## src/rtl/if_fetch_stage.sv

```systemverilog
// Instruction fetch stage: one outstanding imem read, a single-entry output register, redirect squashing and a wait timeout.
// Optional IF_MISALIGN_TRAP_EN makes a misaligned redirect target fatal instead of being aligned down.
module if_fetch_stage #(
    parameter logic [63:0] RESET_PC = 64'h0,
    parameter int unsigned MAX_WAIT = 15
) (
    input  logic        clk,
    input  logic        reset,
    output logic        imem_req,
    output logic [63:0] imem_addr,
    input  logic        imem_ack,
    input  logic [31:0] imem_rdata,
    input  logic        redirect_valid,
    input  logic [63:0] redirect_pc,
    output logic        instr_valid,
    input  logic        instr_ready,
    output logic [31:0] instr_out,
    output logic [63:0] pc_out,
    output logic        fetch_fault
);
    localparam int WW = $clog2(MAX_WAIT + 2);

    typedef enum logic [1:0] {IDLE, REQ, SQUASH, FAULT} state_t;

    state_t        state_q, state_d;
    logic [63:0]   pc_q, pc_d;
    logic [63:0]   addr_q, addr_d;
    logic [63:0]   pc_out_q, pc_out_d;
    logic [31:0]   instr_q, instr_d;
    logic          vld_q, vld_d;
    logic          fault_q, fault_d;
    logic [WW-1:0] wait_q, wait_d;

    logic [63:0]   redir_tgt;
    logic          redir_bad;
    logic          wait_over;

`ifdef IF_MISALIGN_TRAP_EN
    assign redir_tgt = redirect_pc;
    assign redir_bad = |redirect_pc[1:0];
`else
    logic unused_lsb;
    assign unused_lsb = ^redirect_pc[1:0];
    assign redir_tgt  = {redirect_pc[63:2], 2'b00};
    assign redir_bad  = 1'b0;
`endif

    // Timeout fires on the (MAX_WAIT+1)-th consecutive cycle without an ack.
    assign wait_over = (wait_q == WW'(MAX_WAIT));

    always_comb begin
        state_d  = state_q;
        pc_d     = pc_q;
        addr_d   = addr_q;
        pc_out_d = pc_out_q;
        instr_d  = instr_q;
        vld_d    = vld_q;
        fault_d  = fault_q;
        wait_d   = wait_q;

        if (vld_q && instr_ready) vld_d = 1'b0;

        case (state_q)
            IDLE: begin
                if (redirect_valid) begin
                    vld_d = 1'b0;
                    pc_d  = redir_tgt;
                    if (redir_bad) begin
                        state_d = FAULT;
                        fault_d = 1'b1;
                    end
                end else if (!vld_q || instr_ready) begin
                    state_d = REQ;
                    addr_d  = pc_q;
                    wait_d  = '0;
                end
            end
            REQ, SQUASH: begin
                if (!imem_ack && wait_over) begin
                    state_d = FAULT;
                    fault_d = 1'b1;
                    vld_d   = 1'b0;
                end else begin
                    if (!imem_ack) wait_d = wait_q + 1'b1;
                    if (redirect_valid) begin
                        // The in-flight response (if not landing now) still has to be swallowed.
                        vld_d   = 1'b0;
                        pc_d    = redir_tgt;
                        state_d = imem_ack ? IDLE : SQUASH;
                        if (redir_bad) begin
                            state_d = FAULT;
                            fault_d = 1'b1;
                        end
                    end else if (imem_ack) begin
                        state_d = IDLE;
                        if (state_q == REQ) begin
                            instr_d  = imem_rdata;
                            pc_out_d = pc_q;
                            vld_d    = 1'b1;
                            pc_d     = pc_q + 64'd4;
                        end
                    end
                end
            end
            FAULT: begin
                vld_d = 1'b0;
            end
            default: state_d = IDLE;
        endcase
    end

    always_ff @(posedge clk) begin
        if (reset) begin
            state_q  <= IDLE;
            pc_q     <= RESET_PC;
            addr_q   <= RESET_PC;
            pc_out_q <= 64'h0;
            instr_q  <= 32'h0;
            vld_q    <= 1'b0;
            fault_q  <= 1'b0;
            wait_q   <= '0;
        end else begin
            state_q  <= state_d;
            pc_q     <= pc_d;
            addr_q   <= addr_d;
            pc_out_q <= pc_out_d;
            instr_q  <= instr_d;
            vld_q    <= vld_d;
            fault_q  <= fault_d;
            wait_q   <= wait_d;
        end
    end

    assign imem_req    = (state_q == REQ) || (state_q == SQUASH);
    assign imem_addr   = addr_q;
    assign instr_valid = vld_q;
    assign instr_out   = instr_q;
    assign pc_out      = pc_out_q;
    assign fetch_fault = fault_q;

endmodule

```

## config.mk

```make
export PLATFORM = sky130hd
export DESIGN_NAME = if_fetch_stage
export DESIGN_NICKNAME = d
export VERILOG_FILES = /design/src/rtl/if_fetch_stage.sv
export SDC_FILE = /design/constraint.sdc
export NUM_CORES = 1
export LEC_CHECK = 0
export ABC_CLOCK_PERIOD_IN_PS = 2400
export CAP_MARGIN = 10
export CELL_PAD_IN_SITES_DETAIL_PLACEMENT = 1
export CELL_PAD_IN_SITES_GLOBAL_PLACEMENT = 2
export CORE_AREA = 4 4 249 178
export DETAILED_ROUTE_END_ITERATION = 7
export DIE_AREA = 0 0 253 182
export GPL_TIMING_DRIVEN = 0
export PLACE_DENSITY = 0.89
export SYNTH_ARGS = -nofsm -noshare
export SYNTH_HDL_FRONTEND = slang
export SYNTH_SLANG_ARGS = --single-unit
```

## constraint.sdc

```tcl
create_clock -name clk -period 2.4 [get_ports clk]
set_input_delay 0.48 -clock clk [delete_from_list [all_inputs] [get_ports clk]]
set_output_delay 0.48 -clock clk [all_outputs]
set_load 0.1 [all_outputs]
```

* After elaboration in Yosys (flattened, before gate mapping) *
Index checks and enable logic that the tools add are counted.

storage, ports and cells
  register bits = 233
  bits in latches = 0
  memory bits (writable) = 0
  memory bits (read-only) = 0
  input bits = 101
  output and inout port bits = 163
  logic and storage cells = 64
  memories = 0

cells by class
  add/subtract/negate cells = 2
  $mul = 0
  divide/modulo/power cells = 0
  $lt $le $gt $ge = 0
  eq/ne operators = 12
  shift operators = 0
  mux-type cells = 25
  bitwise operators = 2
  reductions and logical operators = 15

operator list
  operator               count
  $mux 64                5
  $pmux 64 s2            1
  $add 64x3->64 const B  1
  $mux 5                 4
  $reduce_and 5->1       3
  $mux 2                 6
  $ne 2x2->1 const B     5
  $pmux 5 s2             1
  $mux 1                 6
  $ne 3x3->1 const B     2
  $add 5x1->5 const B    1
  $eq 5x4->1 const B     1
  $eq 2x2->1 const B     2
  $ne 4x4->1 const B     1
  $pmux 2 s2             1
  $reduce_and 4->1       1
  $pmux 1 s3             1
  $reduce_and 3->1       1
  $eq 2x1->1 const B     1
  $logic_and 1x1->1      2
  $logic_not 1->1        2
  $logic_not 2->1        1
  $logic_or 1x1->1       2
  $not 1->1              2
  other kinds (3)        3

* Logic depth before layout (Yosys ltp) *
  depth after elaboration = 7
  gate-level depth with buffers = 11
  gate-level depth less buffers = 8

* Worst setup path before layout *
OpenSTA, ideal clock, no wires.

  path kind = register to register
  start = register state_q[0]
  end = register pc_q[21]
  setup time = 0.117 ns
  arrival = 3.113 ns
  data required time = 2.283 ns
  slack = -0.830 ns
  cell stages (with the launch flop) = 11
  path buffers = 4
  clock period less this slack = 3.230 ns
  cell sequence = dfxtp_1 > inv_1 > ha_1 > clkbuf_1 > nor2b_1 > clkbuf_1 > a2111o_1 > clkbuf_1 > clkbuf_1 > nor2_1 > a32o_1

between the ends
  word-level cells in the longest chain between the ends = 4
  elaborated cells on any way between the ends = 11
  those cells by class = eq/ne (6); mux (1); reduce/logical (4)

RTL lines
  what                                                       RTL line  RTL
  start: declaration                                         25        state_t state_q, state_d;
  start signal: assignment                                   123       state_q <= state_d;
  $eq 2x1->1 / $eq 2x2->1 (equally long branches)            63, 96
  $reduce_or 2->1                                            63        case (state_q)
  $ne 3x3->1 (no source line), or another cell as far along  n/a
  $reduce_and 5->1 (no source line)                          n/a
  end signal: assignment                                     124       pc_q <= pc_d;
  end: declaration                                           26        logic [63:0] pc_q, pc_d;

Several ways; a longest one is shown, not always the timed one.
A chain may end at the register's enable or synchronous reset.

* Final worst setup path *
  start = register wait_q[0]
  end = register pc_q[29]

between the ends
  word-level cells in the longest chain between the ends = 4

RTL lines
  what                               RTL line  RTL
  start: declaration                 32        logic [WW-1:0] wait_q, wait_d;
  start signal: assignment           130       wait_q <= wait_d;
  $eq 5x4->1                         49        assign wait_over = (wait_q == WW'(MAX_WAIT));
  $logic_and 1x1->1                  79        if (!imem_ack && wait_over) begin
  $ne 2x2->1 (no source line)        n/a
  $reduce_and 5->1 (no source line)  n/a

Every way passes these cells.

==> results by group <==
Cells and area
  • Antenna Cells: 0
  • Post-layout util: 0.3826
  • Share of layout cells above drive strength 1: 0.1823
  • Area grow syn2layout: 54.38%
  • Nets@finish: 1837
  • Design Area, Final: 16040 sq um
  • Fillers: 4972

Setup path
  • CP dominant cell by count: ha_4
  • WP data arrival: 3000 ps
  • Buf/Inv on CP: 1
  • Crit-path cells: ha_4 -> and3_4 -> ha_4 -> and3b_2 -> a2111o_2 -> buf_6 -> or3_1 -> mux2_2 -> a31oi_1
  • CP max stage delay: 510 ps
  • CP Capture Type: flip-flop
  • Worst path slowest cell: a2111o_2
  • CP delay by family, top: simple AND/OR/NAND/NOR gates
  • Startpoint types: flip-flop
  • Crit Path Max Fanout: 7
  • Crit path kind: flip-flop to flip-flop
  • CP Data Required Time: 2860 ps

STA
  • RSZ-0062 raised after global routing: yes
  • Tmin final: 2542 ps
  • Clock skew: 19.15 ps
  • Relative slew slack: 0.3065
  • Final hold vios: 0
  • Final period util: 1.059
  • Tightest Pin Transition: 1044 ps
  • Worst setup margin: -141.7 ps
  • Fmax: 0.3934 GHz
  • Final setup vio count: 33
  • Fin. max-slew vios: 0

Logic synthesis
  • Netlist cell types: 74
  • Yosys reg bits: 227
  • Avg Inst Size Synth: 7.493 sq um
  • Mapped Area: 10390 sq um
  • Sequential share of the synthesized area: 0.4373
  • Post-synth EDFFs: 0
  • Main synth FF type: dfxtp_1
  • Synth warnings: 0
  • Share of synthesized registers carrying an async set or reset: 0
  • Mapped Cells: 1387

Clock tree
  • Max Root-Sink Buffers: 3
  • TritonCTS clock tree: done
  • CTS Root Buffer Type: clkbuf_16
  • CTS Buf Count: 26
  • Clock Sinks: 227
  • H-tree depth: 1
  • Clk slew on worst S/H paths: 60 ps
  • Clk_lat worst skew: 560 ps

Floorplan
  • Die Area: 46050 sq um
  • # IOs: 264
  • Die Span X: 253 um
  • Core area: 41940 sq um
  • Core Rows: 63
  • Vert. Die Dim: 182 um
  • Initial core utilization: 0.2478

Place
  • Area of placed instances: 13820 sq um
  • GPL Wtd Cong: 0.9771
  • Port bufs: 256
  • Dpl hpwl: 39440 um

Flow run
  • Max cap viols: 0

GRT
  • Global Route Usage Sum: 0.2267
  • Met1 GRT Util: 0.3135
  • Gr busiest metal: met2
  • GR Layer Usage met3: 0.05541
  • Total congestion overflow: 0
  • Vias in the first global route: 12140
  • Initial antenna violation count: 3
  • First-pass GRT wire length: 79180 um
  • M2 GR Usage: 0.3536
  • Largest net degree at the start of global routing: 13

Power
  • Peak VDD IR: 0.5461 mV
  • Leak Pwr: 6.353 nW
  • PD cells: 1121 nW/um^2

Detailed routing
  • DR pass1 iterations: 6
  • Final WL: 55700 um
  • DRT antenna net count: 0
  • 1st-iter DRT viols: 798
  • WL/cell: 24.26 um
  • DR vias: 12158
  • Vias per Instance: 5.295
  • Residual DRC count: 0

Status
  • Status: finished, violations left
  • Violated checks: negative setup slack

Min path
  • HP Class: flip-flop to flip-flop
==> state kept, by name (all words and copies together) (netlist names) <==
signal       flops
pc_out          62
instr_valid      1
fetch_fault      1
imem_addr       62
instr_out       32
wait_q           5
state_q          2
pc_q            62
==> worst reg2reg max path, cell delays in order, from the launching register on <==
cell,delay (ps)
dfxtp_2,330
ha_4,150
and3_4,180
ha_4,150
and3b_2,220
a2111o_2,510
buf_6,190
or3_1,330
mux2_2,260
a31oi_1,120
==> routing by layer <==
metal	vias to the layer above	wire length, um
met2	529	24150
met1	5976	24990
met3	109	4831
met4	2	1716
met5	-	9
li1	5542	-
==> Yosys cell counts, drive strengths merged, types with 9 or more instances <==
library cell,instances,area [sq um]
a211oi,9,67.56
a21oi,194,970.9
a22oi,10,75.07
a31oi,20,125.1
and2,9,56.30
and3,15,93.84
buf,19,112.6
clkbuf,114,431.7
dfxtp,227,4544
inv,15,56.30
nand2,394,1479
nand3,41,205.2
nand4,36,237.7
nor2,47,176.4
nor3,26,135.1
nor4,28,187.7
o21ai,31,155.1
or3,15,93.84
or4,18,142.6
==> worst paths after layout <==
check                                 from    endpoint  slack (ps)  cells after the start
worst max-delay path             wait_q[0]    pc_q[29]        -140                      9
worst min register to register  pc_out[41]  pc_out[41]         450                      2
worst max register to register   wait_q[0]    pc_q[29]        -140                      9
worst min-delay path            pc_out[41]  pc_out[41]         450                      2
==> where the power goes <==
group | internal (W) | total (W) | switching [W]
clock | 0.00277 | 0.00445 | 0.00168
combinational | 0.00283 | 0.00825 | 0.00542
sequential | 0.00440 | 0.00527 | 0.000875
total | 0.0100 | 0.0180 | 0.00798
==> through the flow <==
| stage | hold slack [ps] | total power (W) | setup TNS, ps | instances | setup slack (ps) |
|---|---|---|---|---|---|
| final | 451.8 | 0.01798 | -1622 | 2296 | -141.7 |
| after global placement | 442.6 | 0.01156 | -187440 | 2198 | -1676 |
| after floorplan | 466.0 | 0.009195 | -2914 | 1390 | -132.4 |
| after detailed placement | 448.6 | 0.01171 | -183200 | 2201 | -1671 |
| after CTS | 452.8 | 0.01730 | -2480 | 2268 | -174.4 |
| after global routing | 468.4 | 0.01860 | -4005 | 2296 | -169.1 |
==> cell type report <==
class,count,area (sq um),share of cell area
clock inverters,6,180.2,0.01123
multi-input cells,1015,5856,0.3650
clock buffers,37,743.2,0.04632
flip-flops and latches,227,4604,0.2870
repair buffers,335,3146,0.1961
well taps,552,690.7,0.04305
inverters,15,56.30,0.003509
plain buffers,109,768.2,0.04788
==> cells in the final DEF, fill, tap and decap left out, drive strengths merged, types with 10 or more instances in the layout <==
master	count
nand2	394
dfxtp	227
a21oi	194
dlygate4sd2	157
clkbuf	128
buf	98
clkdlybuf4s50	97
nor2	47
nand3	41
nand4	36
o21ai	31
nor4	28
nor3	26
a31oi	20
or4	18
inv	15
and3	15
or3	15
a22oi	10
==> timing repair <==
| action | 4_1_cts | 5_1_grt |
|---|---|---|
| endpoints found under the setup margin | 348 | 120 |
| resized for setup | 351 | 83 |
| hold buffers | 0 | 0 |
| pin swaps | 47 | 32 |
| cloned | 5 | 5 |
| setup buffers | 39 | 30 |
==> cells by family (layout without fill, tap and decap cells) <==
| kind of cell | after synthesis | in the layout | share of synthesized area |
|---|---|---|---|
| AND/OR/NAND/NOR | 657 | 657 | 0.2900 |
| AO/OA/AOI/OAI | 334 | 334 | 0.1935 |
| flip-flops | 227 | 227 | 0.4373 |
| buffers and inverters | 148 | 502 | 0.05779 |
| multiplexers | 11 | 11 | 0.01096 |
| adder cells (fa/ha/maj) | 7 | 7 | 0.008427 |
| XOR/XNOR | 2 | 2 | 0.001686 |
| other | 1 | 4 | 0.0003608 |
Power figures use the tool's default switching activity.
